===== src/rtl/sd_sector_server.sv =====
// Responder side of the virtual-disk sector interface: arbitrates sd_rd/sd_wr requests
// and streams one 512-byte sector per grant between the initiator buffer and a backing store.
module sd_sector_server #(
  parameter int VDNUM = 2
) (
  input  logic                 clk_sys,
  input  logic                 reset,
  input  logic [VDNUM*32-1:0]  sd_lba,
  input  logic [VDNUM-1:0]     sd_rd,
  input  logic [VDNUM-1:0]     sd_wr,
  output logic [VDNUM-1:0]     sd_ack,
  input  logic [VDNUM-1:0]     dev_mounted,
  output logic [8:0]           sd_buff_addr,
  output logic [7:0]           sd_buff_dout,
  input  logic [VDNUM*8-1:0]   sd_buff_din,
  output logic                 sd_buff_wr,
  output logic [31:0]          mem_addr,
  output logic                 mem_rd,
  output logic                 mem_wr,
  output logic [7:0]           mem_wdata,
  input  logic [7:0]           mem_rdata,
  input  logic                 mem_ready
);

  localparam int DW = (VDNUM > 1) ? $clog2(VDNUM) : 1;

  typedef enum logic [2:0] {
    IDLE, RD_FETCH, RD_PUSH, WR_ADDR, WR_WAIT, WR_STORE, GAP
  } state_t;

  state_t          state_q, state_d;
  logic [DW-1:0]   dev_q, dev_d;
  logic [DW-1:0]   rr_q, rr_d;
  logic [22:0]     lba_q, lba_d;
  logic            mounted_q, mounted_d;
  logic [8:0]      i_q, i_d;
  logic [VDNUM-1:0] ack_q, ack_d;
  logic [8:0]      buff_addr_q, buff_addr_d;
  logic [7:0]      buff_dout_q, buff_dout_d;
  logic            buff_wr_q, buff_wr_d;
  logic [31:0]     mem_addr_q, mem_addr_d;
  logic            mem_rd_q, mem_rd_d;
  logic            mem_wr_q, mem_wr_d;
  logic [7:0]      mem_wdata_q, mem_wdata_d;

  logic [VDNUM-1:0] req;
  logic             found;
  logic [DW-1:0]    sel;
  logic             sel_rd;
  logic             sel_mounted;
  logic [22:0]      sel_lba;
  logic [7:0]       din_sel;
  logic             try_grant;
  logic             last_byte;
  logic             unused_lba_bits;

  // Round-robin search starts at rr_q, the index after the last device served.
  always_comb begin
    req             = sd_rd | sd_wr;
    found           = 1'b0;
    sel             = '0;
    sel_rd          = 1'b0;
    sel_mounted     = 1'b0;
    sel_lba         = '0;
    din_sel         = '0;
    unused_lba_bits = 1'b0;
    for (int k = 0; k < VDNUM; k++) begin
      for (int n = 0; n < VDNUM; n++) begin
        if (!found && req[n] && (n == (int'(rr_q) + k) % VDNUM)) begin
          found = 1'b1;
          sel   = DW'(n);
        end
      end
    end
    for (int n = 0; n < VDNUM; n++) begin
      if (sel == DW'(n)) begin
        sel_rd      = sd_rd[n];
        sel_mounted = dev_mounted[n];
        sel_lba     = sd_lba[32*n +: 23];
      end
      if (dev_q == DW'(n)) begin
        din_sel = sd_buff_din[8*n +: 8];
      end
      unused_lba_bits = unused_lba_bits ^ (^sd_lba[32*n+23 +: 9]);
    end
  end

  always_comb begin
    state_d     = state_q;
    dev_d       = dev_q;
    rr_d        = rr_q;
    lba_d       = lba_q;
    mounted_d   = mounted_q;
    i_d         = i_q;
    ack_d       = ack_q;
    buff_addr_d = buff_addr_q;
    buff_dout_d = buff_dout_q;
    buff_wr_d   = 1'b0;
    mem_addr_d  = mem_addr_q;
    mem_rd_d    = mem_rd_q;
    mem_wr_d    = mem_wr_q;
    mem_wdata_d = mem_wdata_q;
    try_grant   = 1'b0;
    last_byte   = (i_q == 9'd511);

    case (state_q)
      IDLE: try_grant = 1'b1;
      RD_FETCH: begin
        // An unmounted device completes at once with zero data and no memory request.
        if (!mounted_q || mem_ready) begin
          mem_rd_d    = 1'b0;
          buff_wr_d   = 1'b1;
          buff_addr_d = i_q;
          buff_dout_d = mounted_q ? mem_rdata : 8'h00;
          state_d     = RD_PUSH;
        end
      end
      RD_PUSH: begin
        i_d = i_q + 9'd1;
        if (last_byte) begin
          ack_d   = '0;
          state_d = GAP;
        end else begin
          mem_rd_d   = mounted_q;
          mem_addr_d = {lba_q, i_q + 9'd1};
          state_d    = RD_FETCH;
        end
      end
      WR_ADDR: state_d = WR_WAIT;
      WR_WAIT: begin
        mem_wdata_d = din_sel;
        mem_addr_d  = {lba_q, i_q};
        mem_wr_d    = mounted_q;
        state_d     = WR_STORE;
      end
      WR_STORE: begin
        if (!mounted_q || mem_ready) begin
          mem_wr_d = 1'b0;
          i_d      = i_q + 9'd1;
          if (last_byte) begin
            ack_d   = '0;
            state_d = GAP;
          end else begin
            buff_addr_d = i_q + 9'd1;
            state_d     = WR_ADDR;
          end
        end
      end
      GAP: begin
        // Ack is already low here; a still-held request is re-granted on the way back to IDLE.
        state_d   = IDLE;
        try_grant = 1'b1;
      end
      default: state_d = IDLE;
    endcase

    if (try_grant && found) begin
      dev_d     = sel;
      rr_d      = DW'((int'(sel) + 1) % VDNUM);
      lba_d     = sel_lba;
      mounted_d = sel_mounted;
      i_d       = '0;
      for (int n = 0; n < VDNUM; n++) begin
        ack_d[n] = (sel == DW'(n));
      end
      if (sel_rd) begin
        mem_rd_d   = sel_mounted;
        mem_addr_d = {sel_lba, 9'd0};
        state_d    = RD_FETCH;
      end else begin
        buff_addr_d = '0;
        state_d     = WR_ADDR;
      end
    end
  end

  always_ff @(posedge clk_sys or posedge reset) begin
    if (reset) begin
      state_q     <= IDLE;
      dev_q       <= '0;
      rr_q        <= '0;
      lba_q       <= '0;
      mounted_q   <= 1'b0;
      i_q         <= '0;
      ack_q       <= '0;
      buff_addr_q <= '0;
      buff_dout_q <= '0;
      buff_wr_q   <= 1'b0;
      mem_addr_q  <= '0;
      mem_rd_q    <= 1'b0;
      mem_wr_q    <= 1'b0;
      mem_wdata_q <= '0;
    end else begin
      state_q     <= state_d;
      dev_q       <= dev_d;
      rr_q        <= rr_d;
      lba_q       <= lba_d;
      mounted_q   <= mounted_d;
      i_q         <= i_d;
      ack_q       <= ack_d;
      buff_addr_q <= buff_addr_d;
      buff_dout_q <= buff_dout_d;
      buff_wr_q   <= buff_wr_d;
      mem_addr_q  <= mem_addr_d;
      mem_rd_q    <= mem_rd_d;
      mem_wr_q    <= mem_wr_d;
      mem_wdata_q <= mem_wdata_d;
    end
  end

  assign sd_ack       = ack_q;
  assign sd_buff_addr = buff_addr_q;
  assign sd_buff_dout = buff_dout_q;
  assign sd_buff_wr   = buff_wr_q;
  assign mem_addr     = mem_addr_q;
  assign mem_rd       = mem_rd_q;
  assign mem_wr       = mem_wr_q;
  assign mem_wdata    = mem_wdata_q;

endmodule

===== config.mk =====
export PLATFORM = sky130hd
export DESIGN_NAME = sd_sector_server
export DESIGN_NICKNAME = d
export VERILOG_FILES = /design/src/rtl/sd_sector_server.sv
export SDC_FILE = /design/constraint.sdc
export NUM_CORES = 1
export LEC_CHECK = 0
export BUFFER_PORTS_ARGS = -buffer_cell sky130_fd_sc_hd__buf_4
export CAP_MARGIN = 40
export CELL_PAD_IN_SITES_DETAIL_PLACEMENT = 1
export CELL_PAD_IN_SITES_GLOBAL_PLACEMENT = 1
export CORE_ASPECT_RATIO = 0.7
export CORE_MARGIN = 3
export CORE_UTILIZATION = 35
export DETAILED_ROUTE_END_ITERATION = 6
export HOLD_SLACK_MARGIN = 0.12
export PLACE_DENSITY_LB_ADDON = 0.1
export SYNTH_ARGS = -nofsm -noshare
export SYNTH_HDL_FRONTEND = slang
export SYNTH_SLANG_ARGS = --single-unit

===== constraint.sdc =====
create_clock -name clk_sys -period 3.1 [get_ports clk_sys]
set_input_delay 0.62 -clock clk_sys [delete_from_list [all_inputs] [get_ports clk_sys]]
set_output_delay 0.62 -clock clk_sys [all_outputs]
set_load 0.03 [all_outputs]

## Word-level counts from Yosys, hierarchy flattened

Cells that the tools add are included.

| word-level totals | value |
|---|---|
| logic and storage cells | 101 |
| memories | 0 |
| bits in writable memories | 0 |
| bits in latches | 0 |
| bits of input ports | 97 |
| ROM bits | 0 |
| register bits | 100 |

| cells by class | value |
|---|---|
| bitwise operators | 3 |
| divide/modulo/power cells | 0 |
| $mul | 0 |
| add/subtract/negate cells | 3 |
| eq/ne operators | 12 |
| magnitude comparators | 0 |
| reductions and logical operators | 23 |
| shift operators | 0 |
| muxes and demuxes | 46 |

Operator list:

| operator | count |
|---|---|
| 2-to-1 mux 32 bit | 3 |
| logical NOT 32 bit | 2 |
| case mux 32 bit (2 select lines) | 1 |
| 2-to-1 mux 9 bit | 7 |
| case mux 9 bit (2 select lines) | 2 |
| 2-to-1 mux 23 bit | 1 |
| case mux 3 bit (6 select lines) | 1 |
| 2-to-1 mux 1 bit | 17 |
| 2-to-1 mux 8 bit | 2 |
| 2-to-1 mux 3 bit | 5 |
| adder 9 x 1 -> 9 bit (second input constant) | 1 |
| == test 3 bit (second input constant) | 3 |
| == test 9 bit (second input constant) | 1 |
| logical AND 1 bit | 8 |
| 2-to-1 mux 2 bit | 4 |
| == test 3 x 2 -> 1 bit (second input constant) | 2 |
| != test 3 bit (second input constant) | 2 |
| AND reduction 2 bit | 3 |
| logical NOT 1 bit | 4 |
| != test 2 bit (second input constant) | 2 |
| case mux 1 bit (2 select lines) | 2 |
| case mux 2 bit (2 select lines) | 1 |
| == test 3 x 1 -> 1 bit (second input constant) | 1 |
| logical NOT 3 bit | 1 |
| 10 further kinds | 11 |

## Logic depth before layout (Yosys ltp)

| depth | value |
|---|---|
| word-level depth | 18 |
| gate-level depth with buffers | 10 |
| depth with buffers taken out | 8 |

## Worst setup path after synthesis

OpenSTA, ideal clock, no wires.

| timing path | value |
|---|---|
| kind | register -> register |
| from | register i_q[2] |
| to | register mem_addr_q[13], in the netlist mem_addr[13] |
| period minus slack after synthesis | 2256 ps |
| arrival time | 2128 ps |
| library setup time | 128 ps |
| data required time | 2972 ps |
| cell stages (with the launch flop) | 11 |
| setup slack | 844 ps |
| buffers on the path | 2 |
| path through | dfrtp_1 clkbuf_1 and3_1 nand3_1 nor2_1 ha_1 nor4b_4 nor2_4 buf_2 mux2i_1 mux2i_1 |

| between the ends | value |
|---|---|
| cells in the longest elaborated chain, start to end | 5 |

RTL lines:

| element | line | text |
|---|---|---|
| start: declaration | 36 | `logic [8:0] i_q, i_d;` |
| start signal: assignment | 199 | `i_q <= i_d;` |
| == test 9 bit (*) | 104 | `last_byte = (i_q == 9'd511);` |
| 2-to-1 mux 32 bit (*) | 120 | `if (last_byte) begin` |
| case mux 32 bit (2 select lines) (*) | 106 | `case (state_q)` |
| 2-to-1 mux 32 bit | 166 | `if (sel_rd) begin` |
| 2-to-1 mux 32 bit (*) | 157 | `if (try_grant && found) begin` |
| named net mem_addr_d[13] | 41 | `logic [31:0] mem_addr_q, mem_addr_d;` |
| end signal: assignment | 204 | `mem_addr_q <= mem_addr_d;` |
| end: declaration | 41 |  |

The timed path passes the listed nets; every way through them passes the cells marked *.
A chain may end at the register's enable or synchronous reset.

## Final worst setup path

| timing path | value |
|---|---|
| from | register i_q[1] |
| to | register buff_addr_q[6], in the netlist sd_buff_addr[6] |

| between the ends | value |
|---|---|
| cells in the longest elaborated chain, start to end | 6 |
| elaborated cells between the ends (all ways) | 7 |

RTL lines:

| element | line | text |
|---|---|---|
| adder 9 x 1 -> 9 bit / == test 9 bit (equally long branches) | 144, 104 |  |
| 2-to-1 mux 9 bit (*) | 140 | `if (last_byte) begin` |
| 2-to-1 mux 9 bit (*) | 137 | `if (!mounted_q \|\| mem_ready) begin` |
| case mux 9 bit (2 select lines) (*) | 106 |  |
| 2-to-1 mux 9 bit | 166 |  |
| 2-to-1 mux 9 bit (*) | 157 |  |
| named net buff_addr_d[6] | 38 | `logic [8:0] buff_addr_q, buff_addr_d;` |
| end signal: assignment | 201 | `buff_addr_q <= buff_addr_d;` |
| end: declaration | 38 |  |

Marks and branches as above.

==> metrics.md <==
| Metric | Value |
|---|---|
| Status | `complete, no violations` |
| Setup TNS | `0 ns` |
| Fmax | `362 MHz` |
| WP data required | `3.34 ns` |
| CP max FO | `13` |
| Initial antenna violation count | `0` |
| MaxCap Viol Count | `0` |
| Synth async-reset ratio | `1.00` |
| # DRC | `0` |
| HPWL Detailed | `10.9 mm` |
| Post_cts resized | `0` |
| Layout area overhead | `32.1%` |
| RR Endpoint | `sd_buff_addr[6]` |
| Initial core utilization | `0.368` |
| First-pass GRT wire length | `23.9 mm` |
| XOR/XNOR share of the synthesized area | `0.00526` |
| Placed Instances | `792` |
| Min Tclk post-route | `2.76 ns` |
| WL/cell | `18.2 um` |
| Final net count | `718` |
| Share of cells above drive strength 1 | `0.297` |
| Synth Net Count | `582` |
| R2r startpoint | `i_q[1]` |
| Leakage | `0.00317 uW` |
| Mux cell area share after synthesis | `0.167` |
| Post-CTS setup buffers | `0` |
| Final Max Tran Viols | `0` |
| Filler instances | `1532` |
| Most common cell after layout, fill and taps aside | `buf_4` |
| Yosys warning total | `0` |
| CORE AREA | `13600 um^2` |
| Final worst-path cycle share | `0.890` |
| Row cnt | `35` |
| Crit path cell chain | `ha_1 > nand3_1 > nor2_1 > ha_1 > buf_4 > inv_1 > nor2_1 > o21ai_0 > a311oi_1` |
| Slew @ Worst Pin | `0.793 ns` |
| Vias in the first global route | `4373` |
| CP endpoint kind | `register` |
| Final Power | `6980 uW` |
| Full die area | `15800 um^2` |
| Post-DRT Antenna Nets | `0` |
| R2R cell count | `9` |
| Cell area after synthesis | `5000 um^2` |
| Max Root-Sink Buffers | `2` |
| Final Hold Viols | `0` |
| Post-synthesis simple-gate area fraction | `0.141` |
| Register area share after synthesis | `0.501` |
| Total Wirelength | `14.7 mm` |
| CTS tree | `built` |
| Final std cells w/o fill | `808` |
| Largest net degree at the start of global routing | `44` |
| Clk_skew | `0.00709 ns` |
| Slew margin rel. | `0.471` |
| Top FF cell, synth | `dfrtp_1` |
| Slowest CP cell | `dfrtp_1` |
| Max stage delay on crit path | `0.53 ns` |
| Total CTS buffers | `9` |
| Hold Buf Count CTS | `0` |
| PwrDens | `1060 nW/um^2` |
| Reg2reg setup slack | `0.34 ns` |
| Die Span Y | `106 um` |
| Clock sink count | `100` |
| Final RePlAce weighted congestion | `0.860` |
| 1st-pass router iterations | `4` |
| Synth Area in Compound Gates | `0.140` |
| Clk root buf | `clkbuf_16` |
| Crit Path Category | `register to register` |
| Most frequent cells in the layout | `153 x buf_4, 100 x dfrtp_1, 81 x mux2i_1, 65 x nand2_1, 37 x o21ai_0` |
| EDFF count, synth | `0` |
| Iteration-0 DRC Markers | `246` |
| Crit path max-delay family | `simple AND/OR/NAND/NOR gates` |
| Die X | `149 um` |
| Clk_lat worst skew | `0.34 ns` |
| Number of H-tree levels | `3` |
| Maximum VDD drop | `0.407 mV` |
| Total track usage | `0.190` |
| Total gr overflow | `0` |
| Startpoint types | `register` |
| Vias | `4196` |
| I/O pin count | `159` |
| Routed vias/inst | `5.19` |
| Clock transition at the registers of the reported paths | `0.07 ns` |
| Post-synthesis register bit count | `100` |
| Adder-cell share of the synthesized area | `0.00751` |
| Library cells used by synthesis | `58` |
| Multi-input combinational cell area | `2320 um^2` |
| WP data arrival | `3.00 ns` |
| Setup-failing EPs final | `0` |
| Min-delay worst type | `primary input to async pin` |
| I/O Buffers | `140` |
| Diode count | `0` |
| Gate Count Post-Synth | `482` |
| Buf+Inv Stages, Crit Path | `2` |
| Largest family of logic cells by synthesized area | `multiplexers` |
| Reg area | `2500 um^2` |
| Syn_area_per_cell | `10.4 um^2` |
| RSZ-0062 raised after global routing | `no` |
==> registers in the layout, indices dropped and copies added (netlist names) <==
name          flops
rr_q              1
sd_ack            2
lba_q            23
mem_addr         32
dev_q             1
mem_rd            1
sd_buff_wr        1
state_q           3
mem_wr            1
i_q               9
mem_wdata         8
sd_buff_addr      9
sd_buff_dout      8
mounted_q         1
==> how the worst max path moves through the flow <==
stage,from,end,slack [ns],depth (start not counted)
4_1_cts,i_q[1],sd_buff_addr[6],0.42,9
3_3_place_gp,i_q[1],sd_buff_addr[6],0.56,9
2_1_floorplan,i_q[2],mem_addr[13],0.84,10
5_1_grt,i_q[1],sd_buff_addr[6],0.08,9
6_report,i_q[1],sd_buff_addr[6],0.34,9
3_5_place_dp,i_q[1],sd_buff_addr[6],0.45,9
==> cell usage after synthesis, types with 4 or more instances <==
| cell type | number | area (um^2) |
|---|---|---|
| dfrtp_1 | 100 | 2500 |
| mux2i_1 | 81 | 811 |
| nand2_1 | 65 | 244 |
| o21ai_0 | 37 | 185 |
| nor2_1 | 27 | 101 |
| nand3_1 | 18 | 90.1 |
| a21oi_1 | 17 | 85.1 |
| buf_2 | 16 | 80.1 |
| a22oi_1 | 9 | 67.6 |
| clkbuf_1 | 9 | 33.8 |
| inv_1 | 8 | 30.0 |
| nor2b_1 | 7 | 43.8 |
| a31oi_1 | 6 | 37.5 |
| nand2b_1 | 5 | 31.3 |
| buf_1 | 4 | 15.0 |
| nor3_1 | 4 | 20.0 |
| o211ai_1 | 4 | 30.0 |
| o21ai_1 | 4 | 20.0 |
==> routing by layer <==
layer / track usage / part of all wire / vias up
met3: 0.0460 / 0.065 / 9
met1: 0.281 / 0.48 / 2076
met5: 0 / 0 / -
li1: - / - / 1992
met2: 0.285 / 0.45 / 119
met4: 0.0359 / 0.0059 / 0
==> power breakdown <==
| part | switching, uW | internal [uW] |
|---|---|---|
| clock | 493 | 626 |
| sequential | 461 | 1860 |
| combinational | 2110 | 1440 |
| total | 3060 | 3920 |
==> area by class of cell <==
| class | instances | area share |
|---|---|---|
| clock inverters | 4 | 0.00758 |
| repair buffers | 157 | 0.186 |
| multi-input cells | 341 | 0.351 |
| inverters | 9 | 0.00568 |
| well taps | 185 | 0.0351 |
| clock buffers | 12 | 0.0358 |
| flip-flops and latches | 100 | 0.379 |
==> logic make-up after synthesis <==
| logic type | Yosys count |
|---|---|
| compound gates | 107 |
| xor+xnor | 3 |
| fa+ha+maj | 3 |
| buf+inv | 41 |
| flops | 100 |
| mux | 83 |
| simple gates | 145 |
==> worst reg2reg max path: stages (launching register included) <==
cell	delay, ns
dfrtp_1	0.53
ha_1	0.41
nand3_1	0.19
nor2_1	0.21
ha_1	0.25
buf_4	0.23
inv_1	0.13
nor2_1	0.27
o21ai_0	0.16
a311oi_1	0.28
==> stage by stage <==
| stage | hold WS [ns] | instance area, um^2 | worst slack (ns) | util |
|---|---|---|---|---|
| 3_5_place_dp | 0.464 | 6320 | 0.452 | 0.465 |
| 5_1_grt | 0.432 | 6600 | 0.0805 | 0.486 |
| 2_1_floorplan | 0.449 | 5000 | 0.844 | - |
| 3_3_place_gp | 0.452 | 6320 | 0.563 | 0.465 |
| 6_report | 0.395 | 6600 | 0.341 | 0.486 |
| 4_1_cts | 0.406 | 6600 | 0.421 | 0.486 |
Note: power is estimated with default switching activity, not from simulation.
